==> src/rtl/alu_result_stage_if.sv <==
// ---------------------------------------------------------------------------
// alu_result_stage_if
//   Bundle of the ALU-side input handshake, the writeback-side output
//   handshake and the completed-operation counter of alu_result_stage.
//
//   Parameters
//     WIDTH  data width of the ALU result
//     OPW    opcode tag width
//     CNT_W  width of the completed-operation counter
//
//   Signals
//     in_valid / in_ready            ALU -> stage handshake
//     data_result, isNotEqual,
//     isLessThan, overflow,
//     ctrl_ALUopcode                 payload offered by the ALU
//     out_valid / out_ready          stage -> writeback handshake
//     out_result, out_isNotEqual,
//     out_isLessThan, out_overflow,
//     out_opcode                     registered payload towards writeback
//     op_count                       number of output handshakes completed
//
//   Modports
//     master  environment view (drives ALU payload and out_ready)
//     slave   stage view (alu_result_stage)
// ---------------------------------------------------------------------------
interface alu_result_stage_if #(
    parameter int WIDTH = 32,
    parameter int OPW   = 5,
    parameter int CNT_W = 16
);
    logic             in_valid;
    logic             in_ready;
    logic [WIDTH-1:0] data_result;
    logic             isNotEqual;
    logic             isLessThan;
    logic             overflow;
    logic [OPW-1:0]   ctrl_ALUopcode;

    logic             out_valid;
    logic             out_ready;
    logic [WIDTH-1:0] out_result;
    logic             out_isNotEqual;
    logic             out_isLessThan;
    logic             out_overflow;
    logic [OPW-1:0]   out_opcode;

    logic [CNT_W-1:0] op_count;

    modport master (
        output in_valid,
        output data_result,
        output isNotEqual,
        output isLessThan,
        output overflow,
        output ctrl_ALUopcode,
        output out_ready,
        input  in_ready,
        input  out_valid,
        input  out_result,
        input  out_isNotEqual,
        input  out_isLessThan,
        input  out_overflow,
        input  out_opcode,
        input  op_count
    );

    modport slave (
        input  in_valid,
        input  data_result,
        input  isNotEqual,
        input  isLessThan,
        input  overflow,
        input  ctrl_ALUopcode,
        input  out_ready,
        output in_ready,
        output out_valid,
        output out_result,
        output out_isNotEqual,
        output out_isLessThan,
        output out_overflow,
        output out_opcode,
        output op_count
    );
endinterface

==> src/rtl/alu_result_stage.sv <==
// ---------------------------------------------------------------------------
// alu_result_stage
//   Registered output stage behind the ALU datapath. Captures the ALU result,
//   its flags and opcode tag and hands them to writeback over valid/ready.
//   A two-entry skid buffer (main register M, skid register S) keeps in_ready
//   a pure flop output, so out_ready never reaches the ALU combinationally.
//
//   Ports
//     clock       rising-edge clock
//     reset_n     asynchronous active-low reset
//     bus         alu_result_stage_if.slave (both handshakes, payloads,
//                 op_count)
//     clear_ovf   (optional) clears sticky_ovf on the next edge
//     sticky_ovf  (optional) set after any output handshake carrying
//                 overflow=1; set wins over a simultaneous clear
//
//   Optional feature macro: ALU_RESULT_STICKY_OVF_EN
//     undefined (default): no clear_ovf / sticky_ovf ports, no sticky logic
//     defined            : adds the sticky overflow flag
//
//   Buffer state is the pair {M_v,S_v}:
//     EMPTY 2'b00, HALF 2'b10, FULL 2'b11 (2'b01 is unreachable).
// ---------------------------------------------------------------------------
module alu_result_stage #(
    parameter int WIDTH = 32,
    parameter int OPW   = 5,
    parameter int CNT_W = 16
) (
    input  logic clock,
    input  logic reset_n,
`ifdef ALU_RESULT_STICKY_OVF_EN
    input  logic clear_ovf,
    output logic sticky_ovf,
`endif
    alu_result_stage_if.slave bus
);

    // Payload layout: {result, isNotEqual, isLessThan, overflow, opcode}
    localparam int PW      = WIDTH + 3 + OPW;
    localparam int OVF_BIT = OPW;
    localparam int LT_BIT  = OPW + 1;
    localparam int NE_BIT  = OPW + 2;

    typedef enum logic [1:0] {
        ST_EMPTY = 2'b00,
        ST_HALF  = 2'b10,
        ST_FULL  = 2'b11
    } state_e;

    state_e          state_r;
    state_e          state_nxt_s;
    logic            in_ready_r;
    logic [PW-1:0]   m_payload_r;
    logic [PW-1:0]   s_payload_r;
    logic [PW-1:0]   in_payload_s;
    logic [CNT_W-1:0] op_count_r;

    logic            m_v_s;
    logic            in_hs_s;
    logic            out_hs_s;
    logic            load_m_in_s;
    logic            load_m_skid_s;
    logic            load_s_s;

    assign in_payload_s = {bus.data_result, bus.isNotEqual, bus.isLessThan,
                           bus.overflow, bus.ctrl_ALUopcode};

    // M_v is the upper state bit, so out_valid comes straight from a flop
    assign m_v_s    = state_r[1];
    assign in_hs_s  = bus.in_valid & in_ready_r;
    assign out_hs_s = m_v_s & bus.out_ready;

    // State register; in_ready is re-registered from the next S_v
    always_ff @(posedge clock or negedge reset_n) begin
        if (!reset_n) begin
            state_r    <= ST_EMPTY;
            in_ready_r <= 1'b1;
        end else begin
            state_r    <= state_nxt_s;
            in_ready_r <= ~state_nxt_s[0];
        end
    end

    // Next-state decode of the skid buffer
    always_comb begin
        state_nxt_s = state_r;
        case (state_r)
            ST_EMPTY: begin
                if (in_hs_s) begin
                    state_nxt_s = ST_HALF;
                end else begin
                    state_nxt_s = ST_EMPTY;
                end
            end
            ST_HALF: begin
                if (in_hs_s && !out_hs_s) begin
                    state_nxt_s = ST_FULL;
                end else if (out_hs_s && !in_hs_s) begin
                    state_nxt_s = ST_EMPTY;
                end else begin
                    state_nxt_s = ST_HALF;
                end
            end
            ST_FULL: begin
                if (out_hs_s) begin
                    state_nxt_s = ST_HALF;
                end else begin
                    state_nxt_s = ST_FULL;
                end
            end
            default: begin
                state_nxt_s = ST_EMPTY;
            end
        endcase
    end

    // Datapath load enables derived from the current state and handshakes
    always_comb begin
        load_m_in_s   = 1'b0;
        load_m_skid_s = 1'b0;
        load_s_s      = 1'b0;
        case (state_r)
            ST_EMPTY: begin
                load_m_in_s = in_hs_s;
            end
            ST_HALF: begin
                // Simultaneous in/out replaces M; input alone parks in S
                load_m_in_s = in_hs_s & out_hs_s;
                load_s_s    = in_hs_s & ~out_hs_s;
            end
            ST_FULL: begin
                // in_ready is low here, so only the skid entry can move up
                load_m_skid_s = out_hs_s;
            end
            default: begin
                load_m_in_s   = 1'b0;
                load_m_skid_s = 1'b0;
                load_s_s      = 1'b0;
            end
        endcase
    end

    // Payload registers; contents are kept after dequeue, only loads change them
    always_ff @(posedge clock or negedge reset_n) begin
        if (!reset_n) begin
            m_payload_r <= {PW{1'b0}};
            s_payload_r <= {PW{1'b0}};
        end else begin
            if (load_m_in_s) begin
                m_payload_r <= in_payload_s;
            end else if (load_m_skid_s) begin
                m_payload_r <= s_payload_r;
            end else begin
                m_payload_r <= m_payload_r;
            end
            if (load_s_s) begin
                s_payload_r <= in_payload_s;
            end else begin
                s_payload_r <= s_payload_r;
            end
        end
    end

    // Completed-operation counter, wraps naturally at 2^CNT_W
    always_ff @(posedge clock or negedge reset_n) begin
        if (!reset_n) begin
            op_count_r <= {CNT_W{1'b0}};
        end else if (out_hs_s) begin
            op_count_r <= op_count_r + CNT_W'(1);
        end else begin
            op_count_r <= op_count_r;
        end
    end

`ifdef ALU_RESULT_STICKY_OVF_EN
    logic sticky_ovf_r;

    // Sticky overflow: a handshake carrying overflow beats a same-cycle clear
    always_ff @(posedge clock or negedge reset_n) begin
        if (!reset_n) begin
            sticky_ovf_r <= 1'b0;
        end else if (out_hs_s && m_payload_r[OVF_BIT]) begin
            sticky_ovf_r <= 1'b1;
        end else if (clear_ovf) begin
            sticky_ovf_r <= 1'b0;
        end else begin
            sticky_ovf_r <= sticky_ovf_r;
        end
    end

    assign sticky_ovf = sticky_ovf_r;
`endif

    assign bus.in_ready       = in_ready_r;
    assign bus.out_valid      = m_v_s;
    assign bus.out_result     = m_payload_r[PW-1:NE_BIT+1];
    assign bus.out_isNotEqual = m_payload_r[NE_BIT];
    assign bus.out_isLessThan = m_payload_r[LT_BIT];
    assign bus.out_overflow   = m_payload_r[OVF_BIT];
    assign bus.out_opcode     = m_payload_r[OPW-1:0];
    assign bus.op_count       = op_count_r;

endmodule

==> src/flat_wrapper.sv <==
// flat-port wrapper written by rule: the top's interface ports become plain ports
module alu_result_stage_flat 
#(
    parameter int WIDTH = 32,
    parameter int OPW   = 5,
    parameter int CNT_W = 16
)
  (clock, reset_n, bus_in_valid, bus_data_result, bus_isNotEqual, bus_isLessThan, bus_overflow, bus_ctrl_ALUopcode, bus_out_ready, bus_in_ready, bus_out_valid, bus_out_result, bus_out_isNotEqual, bus_out_isLessThan, bus_out_overflow, bus_out_opcode, bus_op_count);
  alu_result_stage_if #(.WIDTH(WIDTH), .OPW(OPW), .CNT_W(CNT_W)) bus_i ();
  input  logic clock;
  input  logic reset_n;
  input wire logic [$bits(bus_i.in_valid)-1:0] bus_in_valid;
  input wire logic [$bits(bus_i.data_result)-1:0] bus_data_result;
  input wire logic [$bits(bus_i.isNotEqual)-1:0] bus_isNotEqual;
  input wire logic [$bits(bus_i.isLessThan)-1:0] bus_isLessThan;
  input wire logic [$bits(bus_i.overflow)-1:0] bus_overflow;
  input wire logic [$bits(bus_i.ctrl_ALUopcode)-1:0] bus_ctrl_ALUopcode;
  input wire logic [$bits(bus_i.out_ready)-1:0] bus_out_ready;
  output wire logic [$bits(bus_i.in_ready)-1:0] bus_in_ready;
  output wire logic [$bits(bus_i.out_valid)-1:0] bus_out_valid;
  output wire logic [$bits(bus_i.out_result)-1:0] bus_out_result;
  output wire logic [$bits(bus_i.out_isNotEqual)-1:0] bus_out_isNotEqual;
  output wire logic [$bits(bus_i.out_isLessThan)-1:0] bus_out_isLessThan;
  output wire logic [$bits(bus_i.out_overflow)-1:0] bus_out_overflow;
  output wire logic [$bits(bus_i.out_opcode)-1:0] bus_out_opcode;
  output wire logic [$bits(bus_i.op_count)-1:0] bus_op_count;
  assign bus_i.in_valid = bus_in_valid;
  assign bus_i.data_result = bus_data_result;
  assign bus_i.isNotEqual = bus_isNotEqual;
  assign bus_i.isLessThan = bus_isLessThan;
  assign bus_i.overflow = bus_overflow;
  assign bus_i.ctrl_ALUopcode = bus_ctrl_ALUopcode;
  assign bus_i.out_ready = bus_out_ready;
  assign bus_in_ready = bus_i.in_ready;
  assign bus_out_valid = bus_i.out_valid;
  assign bus_out_result = bus_i.out_result;
  assign bus_out_isNotEqual = bus_i.out_isNotEqual;
  assign bus_out_isLessThan = bus_i.out_isLessThan;
  assign bus_out_overflow = bus_i.out_overflow;
  assign bus_out_opcode = bus_i.out_opcode;
  assign bus_op_count = bus_i.op_count;
  alu_result_stage #(.WIDTH(WIDTH), .OPW(OPW), .CNT_W(CNT_W)) u_core (.clock(clock), .reset_n(reset_n), .bus(bus_i));
endmodule
==> config.mk <==
export PLATFORM = sky130hd
export DESIGN_NAME = alu_result_stage_flat
export DESIGN_NICKNAME = d
export VERILOG_FILES = /design/src/rtl/alu_result_stage_if.sv /design/src/rtl/alu_result_stage.sv /design/src/flat_wrapper.sv
export SDC_FILE = /design/constraint.sdc
export NUM_CORES = 1
export LEC_CHECK = 0
export CORE_ASPECT_RATIO = 1.4
export CORE_MARGIN = 2
export CORE_UTILIZATION = 40
export DETAILED_ROUTE_END_ITERATION = 6
export DONT_BUFFER_PORTS = 1
export PLACE_DENSITY_LB_ADDON = 0.3
export SKIP_LAST_GASP = 1
export SLEW_MARGIN = 20
export SYNTH_ARGS = -nofsm -noshare
export SYNTH_HDL_FRONTEND = slang
export SYNTH_SLANG_ARGS = --single-unit
==> constraint.sdc <==
create_clock -name clock -period 4 [get_ports clock]
set_clock_uncertainty 0.15 [all_clocks]
set_input_delay 1.2 -clock clock [delete_from_list [all_inputs] [get_ports clock]]
set_output_delay 1.2 -clock clock [all_outputs]
set_load 0.01 [all_outputs]
==> summary.txt <==
Outcome
  – Outcome: completed

Worst setup path
  – Worst Reg2Reg Path Length in Cells: 3
  – Worst setup SP type: input pin
  – Ordered cell list for the critical path: and3_2, nor2_4, a21o_1
  – Logic depth of the worst setup path including buffers: 3
  – Data arrival at the endpoint of the critical path: 2.75 ns
  – Worst reg2reg startpoint: u_core.state_r[1]
  – Worst path max stage delay: 0.85 ns
  – Crit Path Max Fanout: 41
  – Required arrival time at the worst endpoint: 4.12 ns
  – Critical path launch point: bus_out_ready
  – Crit path buffers/inverters: 0
  – Crit path to: u_core.m_payload_r[18]
  – Worst R2R End: u_core.m_payload_r[18]
  – Critical path's slowest cell: nor2_4
  – Type of the worst setup path: input pin to flip-flop
  – Worst setup slack for register-to-register paths: 1.63 ns
  – Top delay family on crit path: simple AND/OR/NAND/NOR gates
  – Endpoint class of the critical path: flip-flop

Synthesis
  – Area share of fa/ha/maj cells after synthesis: 0.313%
  – Sequential share of the synthesized area: 61.9%
  – Synthesized net count: 337
  – Number of enable flip-flop cells after synthesis: 0
  – Dominant cell type by area after synthesis: dfrtp_1
  – Dominant combinational cell family by area after synthesis: compound AO/OA/AOI/OAI gates
  – Share of synthesized flip-flops with an asynchronous set or reset: 100%
  – Cells taking the most area after synthesis: dfrtp_1 (61%), mux2_2 (12%), a22o_1 (8.8%)
  – Synth top area share: 61.2%
  – Mapped Cells: 292
  – Commonest cells in the synthesized netlist: dfrtp_1 (98), mux2_2 (41), a21o_1 (40), a22o_1 (40), clkbuf_1 (12)
  – Number of distinct library cell variants in the gate-level netlist after synthesis: 27
  – Syn Area/Cell: 13.7 um2
  – Cell Area, Synth: 4000 um2
  – Synthesized-area fraction occupied by ao, oa, aoi and oai cells: 16.6%
  – Post-synthesis sequential element count: 99
  – Mux cell area share after synthesis: 11.5%
  – Most frequent cell after synthesis: dfrtp_1
  – Simple-gate share of the synthesized area: 4.16%
  – Main synth FF type: dfrtp_1
  – Ys Warns: 0
  – Xor/xnor share of the synthesized area: 3.28%

Clock network
  – CTS tree: done
  – Worst-Skew Late Latency: 0.34 ns
  – Clock input transition at the sequential cells of the worst setup and hold paths: 0.06 ns
  – Buffer count from post-CTS setup fixing: 0
  – Clock Sink Count: 99
  – Hold-fix buffers at CTS: 0
  – Number of buffers on the longest clock path: 2
  – PostCTS Resize Cnt: 0
  – Buffer type at the clock tree root: clkbuf_16
  – TritonCTS buffer count: 9
  – H-Tree Depth: 3

Floorplanning
  – Number of top-level design ports: 102
  – Die W: 88.6 um
  – Core Area: 9850 um2
  – Initial Util: 40.7%
  – Full die area: 10,800 um2
  – Overall die height: 122 um
  – Cell row count: 43

Placement
  – PortBufs: 0
  – Final HPWL from detailed placement: 4.95 mm
  – Gpl congestion: 0.737
  – Worst-case setup slack after placement: 0.959 ns

STA
  – Top achievable clock speed: 381 MHz
  – Post-route fraction of the period consumed by the critical path: 65.5%
  – Total of endpoints with negative setup slack in the final report: 0
  – Minimum setup slack in the final design: 1.38 ns
  – Slew of the pin with the lowest slew margin: 0.958 ns
  – Final number of max-transition violations: 0
  – Worst slew margin relative to its limit: 36.0%
  – Final hold slack: 0.357 ns
  – Unrepaired setup endpoints after global routing: no
  – Final Hold Viols: 0
  – Setup total negative slack: 0 ns
  – Shortest clock period the worst path allows after layout: 2.62 ns

Global route
  – Global-route wire length before repair: 12.1 mm
  – Overflow after GRT: 0
  – Pin count of the biggest net entering global routing: 100
  – Vias in the first global route: 2,358
  – GRT Total Usage: 15.0%
  – Initial antenna violation count: 0

Route
  – Total length of routed met2 wires: 3.87 mm
  – Number of vias in the routed layout: 2,271
  – Top layer used by detailed routing: met4
  – Metal-1 WL: 3.00 mm
  – Number of iterations in the first detailed-routing pass: 4
  – Remaining DRCs: 0
  – Average wire per standard cell: 17.9 um
  – Total Routed Length: 7.65 mm
  – Initial DRC count: 92
  – Antenna Violating Nets Remaining: 0
  – Met3 routed wirelength: 562 um
  – Post-DR vias/cell: 5.33

Power and ir drop
  – Share of power burned in combinational logic: 15.1%
  – Total power per unit cell area: 647 nW/um2
  – LEAKAGE: 2.13 nW
  – NetSw: 0.806 mW
  – VDD IR-drop max: 0.253 mV
  – Switching part of the total: 28.0%
  – Fraction of power consumed by the clock network: 28.8%
  – Part of the total power dissipated in sequential elements: 56.1%
  – Internal power: 2.07 mW

Hold path
  – Hold/Removal Path Class: flip-flop to flip-flop
  – Start point of the worst hold path: u_core.s_payload_r[25]

Final layout
  – Share of post-route cells with drive strength above 1: 22.7%
  – Layout area overhead: 11.1%
  – Number of antenna cells inserted: 0
  – Final Net Count: 333

Run
  – Number of maximum-capacitance violations: 0
## through the flow
stage	cell area [um2]	cells	total power, mW	util, %
2_1_floorplan	4000	292	1.95	-
3_3_place_gp	4160	412	2.05	42.2
3_5_place_dp	4160	412	2.09	42.2
4_1_cts	4450	426	2.93	45.2
5_1_grt	4450	426	3.05	45.2
6_report	4450	426	2.88	45.2
## placed cells by master (no fill, tap or decap), drive strengths merged, types with 2 or more instances in the layout
| cell type | n |
|---|---|
| nor2 | 7 |
| a21oi | 2 |
| clkbuf | 13 |
| nand4 | 4 |
| a22o | 40 |
| xnor2 | 10 |
| and3 | 2 |
| nor4 | 2 |
| xor2 | 5 |
| dfrtp | 98 |
| mux2 | 41 |
| nand3 | 3 |
| buf | 2 |
| nand2 | 8 |
| a21o | 40 |
| inv | 5 |
## power by group through the flow
stage	sequential (mW)	combinational [mW]	clock, mW
after floorplan	1.57	0.381	0
after global placement	1.63	0.425	0
after detailed placement	1.64	0.445	0
after CTS	1.62	0.445	0.859
after global routing	1.66	0.487	0.899
final	1.62	0.434	0.828
## area by class of cell
cell class | instances | area [um2]
fill | 895 | 5400
sequential | 99 | 2480
multi-input combinational | 171 | 1470
clock buffer | 13 | 280
tap | 135 | 169
timing repair buffer | 2 | 27.5
inverter | 5 | 18.8
clock inverter | 1 | 7.51
## registers in the layout, indices dropped and copies added (netlist names)
name                 count
u_core.bus.in_ready      1
u_core.bus.op_count     16
u_core.m_payload_r      40
u_core.s_payload_r      40
u_core.state_r           2
## kinds of logic after synthesis
group	count (synthesis)
fa+ha+maj	1
simple gates	31
flops	99
xor+xnor	15
compound gates	83
mux	41
buf+inv	22
## layer usage
metal	GRT usage [%]	up-vias
met5	0	-
met4	9.09	0
met3	4.71	10
met2	23.7	63
met1	17.5	1153
li1	-	1045
## how the worst min path moves through the flow
stage | endpoint | slack, ns | cells after the start
5_1_grt | u_core.s_payload_r[10] | 0.37 | 1
3_5_place_dp | u_core.s_payload_r[10] | 0.35 | 1
6_report | u_core.s_payload_r[25] | 0.36 | 1
2_1_floorplan | u_core.s_payload_r[0] | 0.33 | 1
3_3_place_gp | u_core.s_payload_r[28] | 0.34 | 1
4_1_cts | u_core.s_payload_r[26] | 0.36 | 1
No activity file was read; power rests on OpenSTA's default activity.
